`src/rtl/bus16_arbiter_if.sv`:
```
// ---------------------------------------------------------------------------
// bus16 arbiter interfaces
//
// bus16_req_if : link between one bus master and the arbiter.
//   cs       master -> arb  one-cycle request pulse
//   wr_rd_n  master -> arb  1 = write, 0 = read (valid with cs)
//   addr8    master -> arb  16-bit byte address (valid with cs)
//   wr_data  master -> arb  16-bit write data (valid with cs)
//   rd_data  arb -> master  read data, valid with rd_dv, held otherwise
//   rd_dv    arb -> master  one-cycle read-return pulse
//   busy     arb -> master  request pending or in flight
//   drop     arb -> master  one-cycle pulse: request rejected while busy
//
// bus16_slv_if : link between the arbiter and the shared register slave.
//   cs, wr_rd_n, addr8, wr_data  arb -> slave
//   rd_data, rd_dv               slave -> arb
// ---------------------------------------------------------------------------
interface bus16_req_if;
  logic        cs;
  logic        wr_rd_n;
  logic [15:0] addr8;
  logic [15:0] wr_data;
  logic [15:0] rd_data;
  logic        rd_dv;
  logic        busy;
  logic        drop;

  modport master (output cs, wr_rd_n, addr8, wr_data,
                  input  rd_data, rd_dv, busy, drop);
  modport slave  (input  cs, wr_rd_n, addr8, wr_data,
                  output rd_data, rd_dv, busy, drop);
endinterface

interface bus16_slv_if;
  logic        cs;
  logic        wr_rd_n;
  logic [15:0] addr8;
  logic [15:0] wr_data;
  logic [15:0] rd_data;
  logic        rd_dv;

  modport master (output cs, wr_rd_n, addr8, wr_data,
                  input  rd_data, rd_dv);
  modport slave  (input  cs, wr_rd_n, addr8, wr_data,
                  output rd_data, rd_dv);
endinterface

```
`src/rtl/bus16_arbiter.sv`:
```
// ---------------------------------------------------------------------------
// bus16_arbiter
//
// Shares one 16-bit byte-addressed register slave between two masters.
// Each master's one-cycle request is buffered (one deep), the buffered
// requests are served round-robin, and the winner is replayed to the slave
// as a one-cycle cs pulse. Read data is routed back to the requester only;
// a read the slave never answers returns TIMEOUT_DATA after RD_TIMEOUT
// cycles in WAIT_RD.
//
// Ports:
//   clk      in   bus clock, all logic rising-edge
//   rst      in   asynchronous active-high reset
//   m0, m1   req  master links (slave side of bus16_req_if)
//   bus      slv  shared slave link (master side of bus16_slv_if)
//   grant    out  master owning the current/last transaction (0=M0, 1=M1)
//   timeout  out  one-cycle pulse when a read times out
// ---------------------------------------------------------------------------
module bus16_arbiter #(
  parameter int          RD_TIMEOUT   = 64,
  parameter logic [15:0] TIMEOUT_DATA = 16'hDEAD
) (
  input  logic          clk,
  input  logic          rst,
  bus16_req_if.slave    m0,
  bus16_req_if.slave    m1,
  bus16_slv_if.master   bus,
  output logic          grant,
  output logic          timeout
);

  localparam int CW = (RD_TIMEOUT > 2) ? $clog2(RD_TIMEOUT) : 1;

  typedef enum logic [1:0] {IDLE, ISSUE, WAIT_RD} state_t;

  typedef struct packed {
    logic        wr_rd_n;
    logic [15:0] addr8;
    logic [15:0] wr_data;
  } req_t;

  state_t        state, state_d;
  logic [1:0]    pending;
  req_t          buf_q [2];
  logic          rr_last;
  logic [CW-1:0] cnt;

  logic          bus_cs_q;
  logic          bus_wr_rd_n_q;
  logic [15:0]   bus_addr8_q;
  logic [15:0]   bus_wr_data_q;
  logic [15:0]   rd_data_q [2];
  logic [1:0]    rd_dv_q;
  logic [1:0]    drop_q;
  logic          timeout_q;

  logic [1:0]    cs_in;
  req_t          req_in [2];

  // FSM decode strobes
  logic          grant_fire;
  logic          grant_sel;
  logic [1:0]    clr_pend;
  logic          rd_done;
  logic          tmo_fire;
  logic          cnt_clr;

  assign cs_in     = {m1.cs, m0.cs};
  assign req_in[0] = {m0.wr_rd_n, m0.addr8, m0.wr_data};
  assign req_in[1] = {m1.wr_rd_n, m1.addr8, m1.wr_data};

  // -------------------------------------------------------------------------
  // State register
  // -------------------------------------------------------------------------
  // NOTE: sequential state uses non-blocking assignments so every register
  // samples pre-edge values, regardless of process ordering.
  always_ff @(posedge clk or posedge rst) begin
    if (rst) state <= IDLE;
    else     state <= state_d;
  end

  // -------------------------------------------------------------------------
  // Next-state and control decode
  // -------------------------------------------------------------------------
  always_comb begin
    // NOTE: every output of this block gets a default first, otherwise any
    // path that skips an assignment would infer a latch.
    state_d    = state;
    grant_fire = 1'b0;
    grant_sel  = grant;
    clr_pend   = 2'b00;
    rd_done    = 1'b0;
    tmo_fire   = 1'b0;
    cnt_clr    = 1'b0;

    case (state)
      IDLE: begin
        if (pending != 2'b00) begin
          grant_fire = 1'b1;
          // On a tie, serve whoever was not served last; otherwise the only
          // pending master (pending[1] is 1 exactly when M1 alone waits).
          grant_sel  = (pending == 2'b11) ? ~rr_last : pending[1];
          state_d    = ISSUE;
        end
      end

      ISSUE: begin
        if (bus_wr_rd_n_q) begin
          clr_pend[grant] = 1'b1;
          state_d         = IDLE;
        end else begin
          cnt_clr = 1'b1;
          state_d = WAIT_RD;
        end
      end

      WAIT_RD: begin
        // Slave data wins over a timeout falling in the same cycle.
        if (bus.rd_dv) begin
          rd_done         = 1'b1;
          clr_pend[grant] = 1'b1;
          state_d         = IDLE;
        end else if (cnt == CW'(RD_TIMEOUT - 1)) begin
          tmo_fire        = 1'b1;
          clr_pend[grant] = 1'b1;
          state_d         = IDLE;
        end
      end

      default: state_d = IDLE;
    endcase
  end

  // -------------------------------------------------------------------------
  // Request capture, pending flags, drop pulses
  // -------------------------------------------------------------------------
  // NOTE: the two request buffers are reset along with everything else; they
  // are only two words, and reset-clean contents keep the slave fields
  // deterministic after reset.
  always_ff @(posedge clk or posedge rst) begin
    if (rst) begin
      pending <= 2'b00;
      drop_q  <= 2'b00;
      for (int i = 0; i < 2; i++) buf_q[i] <= '0;
    end else begin
      for (int i = 0; i < 2; i++) begin
        drop_q[i] <= 1'b0;
        // A request arriving in the cycle its slot is freed is accepted.
        if (cs_in[i] && (!pending[i] || clr_pend[i])) begin
          buf_q[i]   <= req_in[i];
          pending[i] <= 1'b1;
        end else begin
          if (clr_pend[i]) pending[i] <= 1'b0;
          if (cs_in[i])    drop_q[i]  <= 1'b1;
        end
      end
    end
  end

  // -------------------------------------------------------------------------
  // Grant, round-robin pointer, slave-side request fields
  // -------------------------------------------------------------------------
  always_ff @(posedge clk or posedge rst) begin
    if (rst) begin
      grant         <= 1'b0;
      rr_last       <= 1'b1;   // M0 wins the first tie
      bus_cs_q      <= 1'b0;
      bus_wr_rd_n_q <= 1'b0;
      bus_addr8_q   <= '0;
      bus_wr_data_q <= '0;
    end else begin
      // cs is high for exactly the ISSUE cycle that follows a grant.
      bus_cs_q <= grant_fire;
      if (grant_fire) begin
        grant         <= grant_sel;
        rr_last       <= grant_sel;
        bus_wr_rd_n_q <= buf_q[grant_sel].wr_rd_n;
        bus_addr8_q   <= buf_q[grant_sel].addr8;
        bus_wr_data_q <= buf_q[grant_sel].wr_data;
      end
    end
  end

  // -------------------------------------------------------------------------
  // Read timeout counter
  // -------------------------------------------------------------------------
  always_ff @(posedge clk or posedge rst) begin
    if (rst)                  cnt <= '0;
    else if (cnt_clr)         cnt <= '0;
    else if (state == WAIT_RD) cnt <= cnt + 1'b1;
  end

  // -------------------------------------------------------------------------
  // Read return: only the granted master's outputs ever move
  // -------------------------------------------------------------------------
  always_ff @(posedge clk or posedge rst) begin
    if (rst) begin
      rd_dv_q   <= 2'b00;
      timeout_q <= 1'b0;
      for (int i = 0; i < 2; i++) rd_data_q[i] <= '0;
    end else begin
      rd_dv_q   <= 2'b00;
      timeout_q <= tmo_fire;
      if (rd_done || tmo_fire) begin
        rd_dv_q[grant]   <= 1'b1;
        rd_data_q[grant] <= rd_done ? bus.rd_data : TIMEOUT_DATA;
      end
    end
  end

  // -------------------------------------------------------------------------
  // Output mapping
  // -------------------------------------------------------------------------
  assign bus.cs      = bus_cs_q;
  assign bus.wr_rd_n = bus_wr_rd_n_q;
  assign bus.addr8   = bus_addr8_q;
  assign bus.wr_data = bus_wr_data_q;

  assign m0.rd_data  = rd_data_q[0];
  assign m0.rd_dv    = rd_dv_q[0];
  assign m0.busy     = pending[0];
  assign m0.drop     = drop_q[0];

  assign m1.rd_data  = rd_data_q[1];
  assign m1.rd_dv    = rd_dv_q[1];
  assign m1.busy     = pending[1];
  assign m1.drop     = drop_q[1];

  assign timeout     = timeout_q;

endmodule

```
`src/flat_wrapper.sv`:
```
// flat-port wrapper written by rule: the top's interface ports become plain ports
module bus16_arbiter_flat 
#(
  parameter int          RD_TIMEOUT   = 64,
  parameter logic [15:0] TIMEOUT_DATA = 16'hDEAD
)
  (clk, rst, grant, timeout, m0_cs, m0_wr_rd_n, m0_addr8, m0_wr_data, m0_rd_data, m0_rd_dv, m0_busy, m0_drop, m1_cs, m1_wr_rd_n, m1_addr8, m1_wr_data, m1_rd_data, m1_rd_dv, m1_busy, m1_drop, bus_cs, bus_wr_rd_n, bus_addr8, bus_wr_data, bus_rd_data, bus_rd_dv);
  bus16_req_if m0_i ();
  bus16_req_if m1_i ();
  bus16_slv_if bus_i ();
  input  logic clk;
  input  logic rst;
  output logic grant;
  output logic timeout;
  input wire logic [$bits(m0_i.cs)-1:0] m0_cs;
  input wire logic [$bits(m0_i.wr_rd_n)-1:0] m0_wr_rd_n;
  input wire logic [$bits(m0_i.addr8)-1:0] m0_addr8;
  input wire logic [$bits(m0_i.wr_data)-1:0] m0_wr_data;
  output wire logic [$bits(m0_i.rd_data)-1:0] m0_rd_data;
  output wire logic [$bits(m0_i.rd_dv)-1:0] m0_rd_dv;
  output wire logic [$bits(m0_i.busy)-1:0] m0_busy;
  output wire logic [$bits(m0_i.drop)-1:0] m0_drop;
  input wire logic [$bits(m1_i.cs)-1:0] m1_cs;
  input wire logic [$bits(m1_i.wr_rd_n)-1:0] m1_wr_rd_n;
  input wire logic [$bits(m1_i.addr8)-1:0] m1_addr8;
  input wire logic [$bits(m1_i.wr_data)-1:0] m1_wr_data;
  output wire logic [$bits(m1_i.rd_data)-1:0] m1_rd_data;
  output wire logic [$bits(m1_i.rd_dv)-1:0] m1_rd_dv;
  output wire logic [$bits(m1_i.busy)-1:0] m1_busy;
  output wire logic [$bits(m1_i.drop)-1:0] m1_drop;
  output wire logic [$bits(bus_i.cs)-1:0] bus_cs;
  output wire logic [$bits(bus_i.wr_rd_n)-1:0] bus_wr_rd_n;
  output wire logic [$bits(bus_i.addr8)-1:0] bus_addr8;
  output wire logic [$bits(bus_i.wr_data)-1:0] bus_wr_data;
  input wire logic [$bits(bus_i.rd_data)-1:0] bus_rd_data;
  input wire logic [$bits(bus_i.rd_dv)-1:0] bus_rd_dv;
  assign m0_i.cs = m0_cs;
  assign m0_i.wr_rd_n = m0_wr_rd_n;
  assign m0_i.addr8 = m0_addr8;
  assign m0_i.wr_data = m0_wr_data;
  assign m0_rd_data = m0_i.rd_data;
  assign m0_rd_dv = m0_i.rd_dv;
  assign m0_busy = m0_i.busy;
  assign m0_drop = m0_i.drop;
  assign m1_i.cs = m1_cs;
  assign m1_i.wr_rd_n = m1_wr_rd_n;
  assign m1_i.addr8 = m1_addr8;
  assign m1_i.wr_data = m1_wr_data;
  assign m1_rd_data = m1_i.rd_data;
  assign m1_rd_dv = m1_i.rd_dv;
  assign m1_busy = m1_i.busy;
  assign m1_drop = m1_i.drop;
  assign bus_cs = bus_i.cs;
  assign bus_wr_rd_n = bus_i.wr_rd_n;
  assign bus_addr8 = bus_i.addr8;
  assign bus_wr_data = bus_i.wr_data;
  assign bus_i.rd_data = bus_rd_data;
  assign bus_i.rd_dv = bus_rd_dv;
  bus16_arbiter #(.RD_TIMEOUT(RD_TIMEOUT), .TIMEOUT_DATA(TIMEOUT_DATA)) u_core (.clk(clk), .rst(rst), .m0(m0_i), .m1(m1_i), .bus(bus_i), .grant(grant), .timeout(timeout));
endmodule
```
`config.mk`:
```
export PLATFORM = sky130hd
export DESIGN_NAME = bus16_arbiter_flat
export DESIGN_NICKNAME = d
export VERILOG_FILES = /design/src/rtl/bus16_arbiter_if.sv /design/src/rtl/bus16_arbiter.sv /design/src/flat_wrapper.sv
export SDC_FILE = /design/constraint.sdc
export NUM_CORES = 1
export LEC_CHECK = 0
export ABC_AREA = 1
export CAP_MARGIN = 0
export CORE_UTILIZATION = 49
export DETAILED_ROUTE_END_ITERATION = 8
export PLACE_DENSITY = 0.87
export SYNTH_ARGS = -nofsm -noshare
export SYNTH_HDL_FRONTEND = slang
export SYNTH_SLANG_ARGS = --single-unit
```
`constraint.sdc`:
```
create_clock -name clk -period 5.7 [get_ports clk]
set_clock_uncertainty 0.05 [all_clocks]
set_input_delay 0.57 -clock clk [delete_from_list [all_inputs] [get_ports clk]]
set_output_delay 0.57 -clock clk [all_outputs]
set_load 0.03 [all_outputs]
```
==> key figures <==
Status
  • Status: complete, no violations

STA
  • Worst slew pin tran: 1.10 ns
  • Final setup viols: 0
  • Unrepaired setup endpoints after global routing: no
  • Slew headroom: about a quarter
  • Fmax: 368 MHz
  • Final hold vios: 0
  • Fin crit period: 2.72 ns
  • Setup total negative slack: 0 ns
  • Final Slew Violations: 0
  • Final cycle utilization of the critical path: 47.7%

Global route
  • Wire length of the first global-routing pass: 25500 um
  • Global Route Usage Sum: approximately a quarter
  • Largest net degree at the start of global routing: 113
  • Vias in the first global route: around 5100
  • Total gr overflow: 0
  • Initial antenna violation count: 0

Worst setup path
  • CP endpoint kind: flop
  • Register-to-register setup slack: 2.98 ns
  • Slowest cell on crit path: inv_1
  • Most used cell, CP: inv_1
  • Worst path bufs/invs: 3
  • Crit path max fanout: 37
  • Worst setup path category: reg -> reg
  • CP Depth: 7
  • Critical R2R Capture: u_core.bus.addr8[12]$_DFFE_PP0P_
  • Delay-heaviest family, CP: buffers and inverters
  • Critical-path cell list: inv_1 -> ha_1 -> inv_1 -> nor2_4 -> inv_1 -> nand2_1 -> o21ai_1
  • R2r worst-path depth: 7
  • Req. time, crit path: approximately 5.9 ns
  • CP startpoint kind: flop
  • Arr. time, crit path: ~3 ns
  • Worst r2r src: u_core.state[0]$_DFFE_PP0P_
  • Largest stage delay, worst path: 0.73 ns
  • CP startpoint: u_core.state[0]$_DFFE_PP0P_
  • Setup crit end: u_core.bus.addr8[12]$_DFFE_PP0P_

Synthesis
  • Number of synthesized flops with an enable pin: 0
  • Synth Cell Area: 6190 um2
  • List of most frequent post-synthesis cells: nand2_1 (208), dfrtp_1 (148), o21ai_0 (71), nand3_1 (68), nor2_1 (54)
  • Top FF cell, synth: dfrtp_1
  • Cells after Synth: slightly below 700
  • Most numerous cell in the Yosys netlist: nand2_1
  • Synth top area share: 59.9%
  • Synth area leader: dfrtp_1
  • Post-synthesis net count: 774
  • Synth Warn #: 0
  • Mean area per synthesized cell: between 9 and 10 um2
  • Post-synthesis sequential area ratio: about three fifths
  • Synthesis-stage register bit count: 149
  • Post-synth ARST share: 100%
  • Largest cells by area after synthesis: dfrtp_1 (60%), nand2_1 (13%), o21ai_0 (5.7%)
  • Unique masters post-synth: 24

Power
  • Total power: between 4000 and 5000 uW
  • Switching Power: 2000 uW
  • Int Pwr: 2870 uW
  • Combinational share of power: roughly two fifths
  • Pwr Density: 584 nW/um2
  • Clk pwr share: 21.4%
  • Pleak: 0.00394 uW
  • Part of the power in registers: 36.9%
  • Worst vdd ir: 0.282 mV
  • Switching part of the total: approximately two fifths

CTS
  • CTS H-tree depth: 4
  • Longest Clk Path Bufs: 2
  • TritonCTS clock tree: done
  • Skew-Pair Late Insertion Delay: 0.41 ns
  • Setup bufs post-CTS: 0
  • CTS clk-pin slew, worst paths: 0.06 ns
  • Clock sink count: 149
  • Cts repair resizes: 0
  • CTS buffer count: 17
  • Cts hold-fix bufs: 0
  • CTS root buffer: clkbuf_16

Cells and area
  • Fillcell total: 942
  • Share of cells above drive strength 1: 7.05%
  • Non-Filler Instances: 1005
  • Area Growth Syn to Fin: 34.7%
  • Nets@finish: 916
  • Antenna Diode Count: 0

Worst hold path
  • Hold Path Stages: 2
  • Origin of the worst min-delay path: u_core.buf_q[17]$_DFFE_PP0P_
  • Min-Delay Path Class: reg -> reg

Placement
  • Port buffer count: 160
  • Final GP Congestion: 0.739
  • Post-DP HPWL: 10100 um
  • Placed Cells: 974

Routing
  • First DRT Iteration DRCs: 414
  • Via count: 5274
  • Vias per cell: 5.25
  • DR WL/cell: 15.6 um
  • Post-route ant nets: 0
  • DR pass1 iterations: 4
  • Post-Route WL: 15600 um
  • Detailed-route DRC error count: 0

Die
  • Initial Util: 50.9%
  • Chip height: between 100 and 150 um
  • Chip width: 114 um
  • IO Count: 161
  • Site row count: 40
  • Core area: 12200 um2
  • Die ar.: roughly 13000 um2

Job
  • Max cap viols: 0
flip-flops by register name, summed over array words and instances, names as in the netlist:
name                count
u_core.buf_q           66
u_core.bus.addr8       16
u_core.bus.wr_data     16
u_core.m0.rd_data      16
u_core.m1.rd_data      16
u_core.cnt              6
u_core.drop_q           2
u_core.pending          2
u_core.rd_dv_q          2
u_core.state            2
u_core.bus.cs           1
u_core.bus.wr_rd_n      1
u_core.grant            1
u_core.rr_last          1
u_core.timeout          1
worst reg2reg max path: stages, from the launching register on:
cell and delay, ns:
dfrtp_1 0.39, inv_1 0.09, ha_1 0.21, inv_1 0.09, nor2_4 0.61, inv_1 0.74
nand2_1 0.29, o21ai_1 0.11
per-layer routing:
layer,track usage (%),share of wire [%],vias up
met5,0,0,-
met2,42.3,48,239
met3,4.39,7.5,23
met4,10.3,1.7,0
met1,33.6,42,2515
li1,-,-,2497
final cells by class:
cell class,instances,area [um2],area share (%)
clock inverter,12,108,1.29
inverter,22,87.6,1.05
sequential,149,3730,44.8
multi-input combinational,472,2130,25.6
clock buffer,19,443,5.32
tap,168,210,2.52
timing repair buffer,163,1620,19.5
logic make-up (layout without fill, tap and decap cells):
group                      Yosys count  in the layout  synth area share [%]
and+or+nand+nor                    356            356                  24.5
DFF                                149            149                  60.3
AOI/OAI and AO/OA                  112            112                  9.14
buffers and inverters               62            216                  5.26
adders and majority gates            4              4                 0.809
cells in the final DEF, fill, tap and decap left out, drive strengths merged:
| cell | n |
|---|---|
| clkdlybuf4s50 | 160 |
| dfstp | 1 |
| inv | 23 |
| clkinvlp | 6 |
| o21ai | 105 |
| o22ai | 1 |
| a21oi | 5 |
| nand2 | 227 |
| ha | 4 |
| clkbuf | 19 |
| nand3 | 70 |
| clkinv | 4 |
| nor3 | 3 |
| dfrtp | 148 |
| buf | 3 |
| nor2 | 56 |
| bufinv | 1 |
| a22o | 1 |
worst min-delay path by stage:
| stage | endpoint |
|---|---|
| 2_1_floorplan | u_core.buf_q[0]$_DFFE_PP0P_ |
| 3_3_place_gp | u_core.buf_q[17]$_DFFE_PP0P_ |
| 3_5_place_dp | u_core.buf_q[0]$_DFFE_PP0P_ |
| 4_1_cts | u_core.buf_q[0]$_DFFE_PP0P_ |
| 5_1_grt | u_core.buf_q[0]$_DFFE_PP0P_ |
| 6_report | u_core.buf_q[17]$_DFFE_PP0P_ |
power groups by stage:
stage | Sequential (uW) | Clock (uW) | Combinational [uW]
CTS | 1790 | 1050 | 2050
detailed placement | 1790 | 0 | 2040
finish | 1800 | 1040 | 2030
global route | 1840 | 1100 | 2240
floorplan | 2150 | 0 | 944
global placement | 1780 | 0 | 1970
through the flow:
step | worst slack, ns | hold slack [ns] | instance area, um2 | util (%)
after detailed placement | 2.99 | 0.403 | 7780 | 64.0
after global routing | 2.76 | 0.428 | 8330 | 68.5
after floorplan | 1.07 | 0.387 | 6190 | -
after global placement | 3.06 | 0.398 | 7780 | 64.0
after CTS | 3.01 | 0.418 | 8330 | 68.5
final | 2.98 | 0.415 | 8330 | 68.5
No activity file was read; power rests on OpenSTA's default activity.
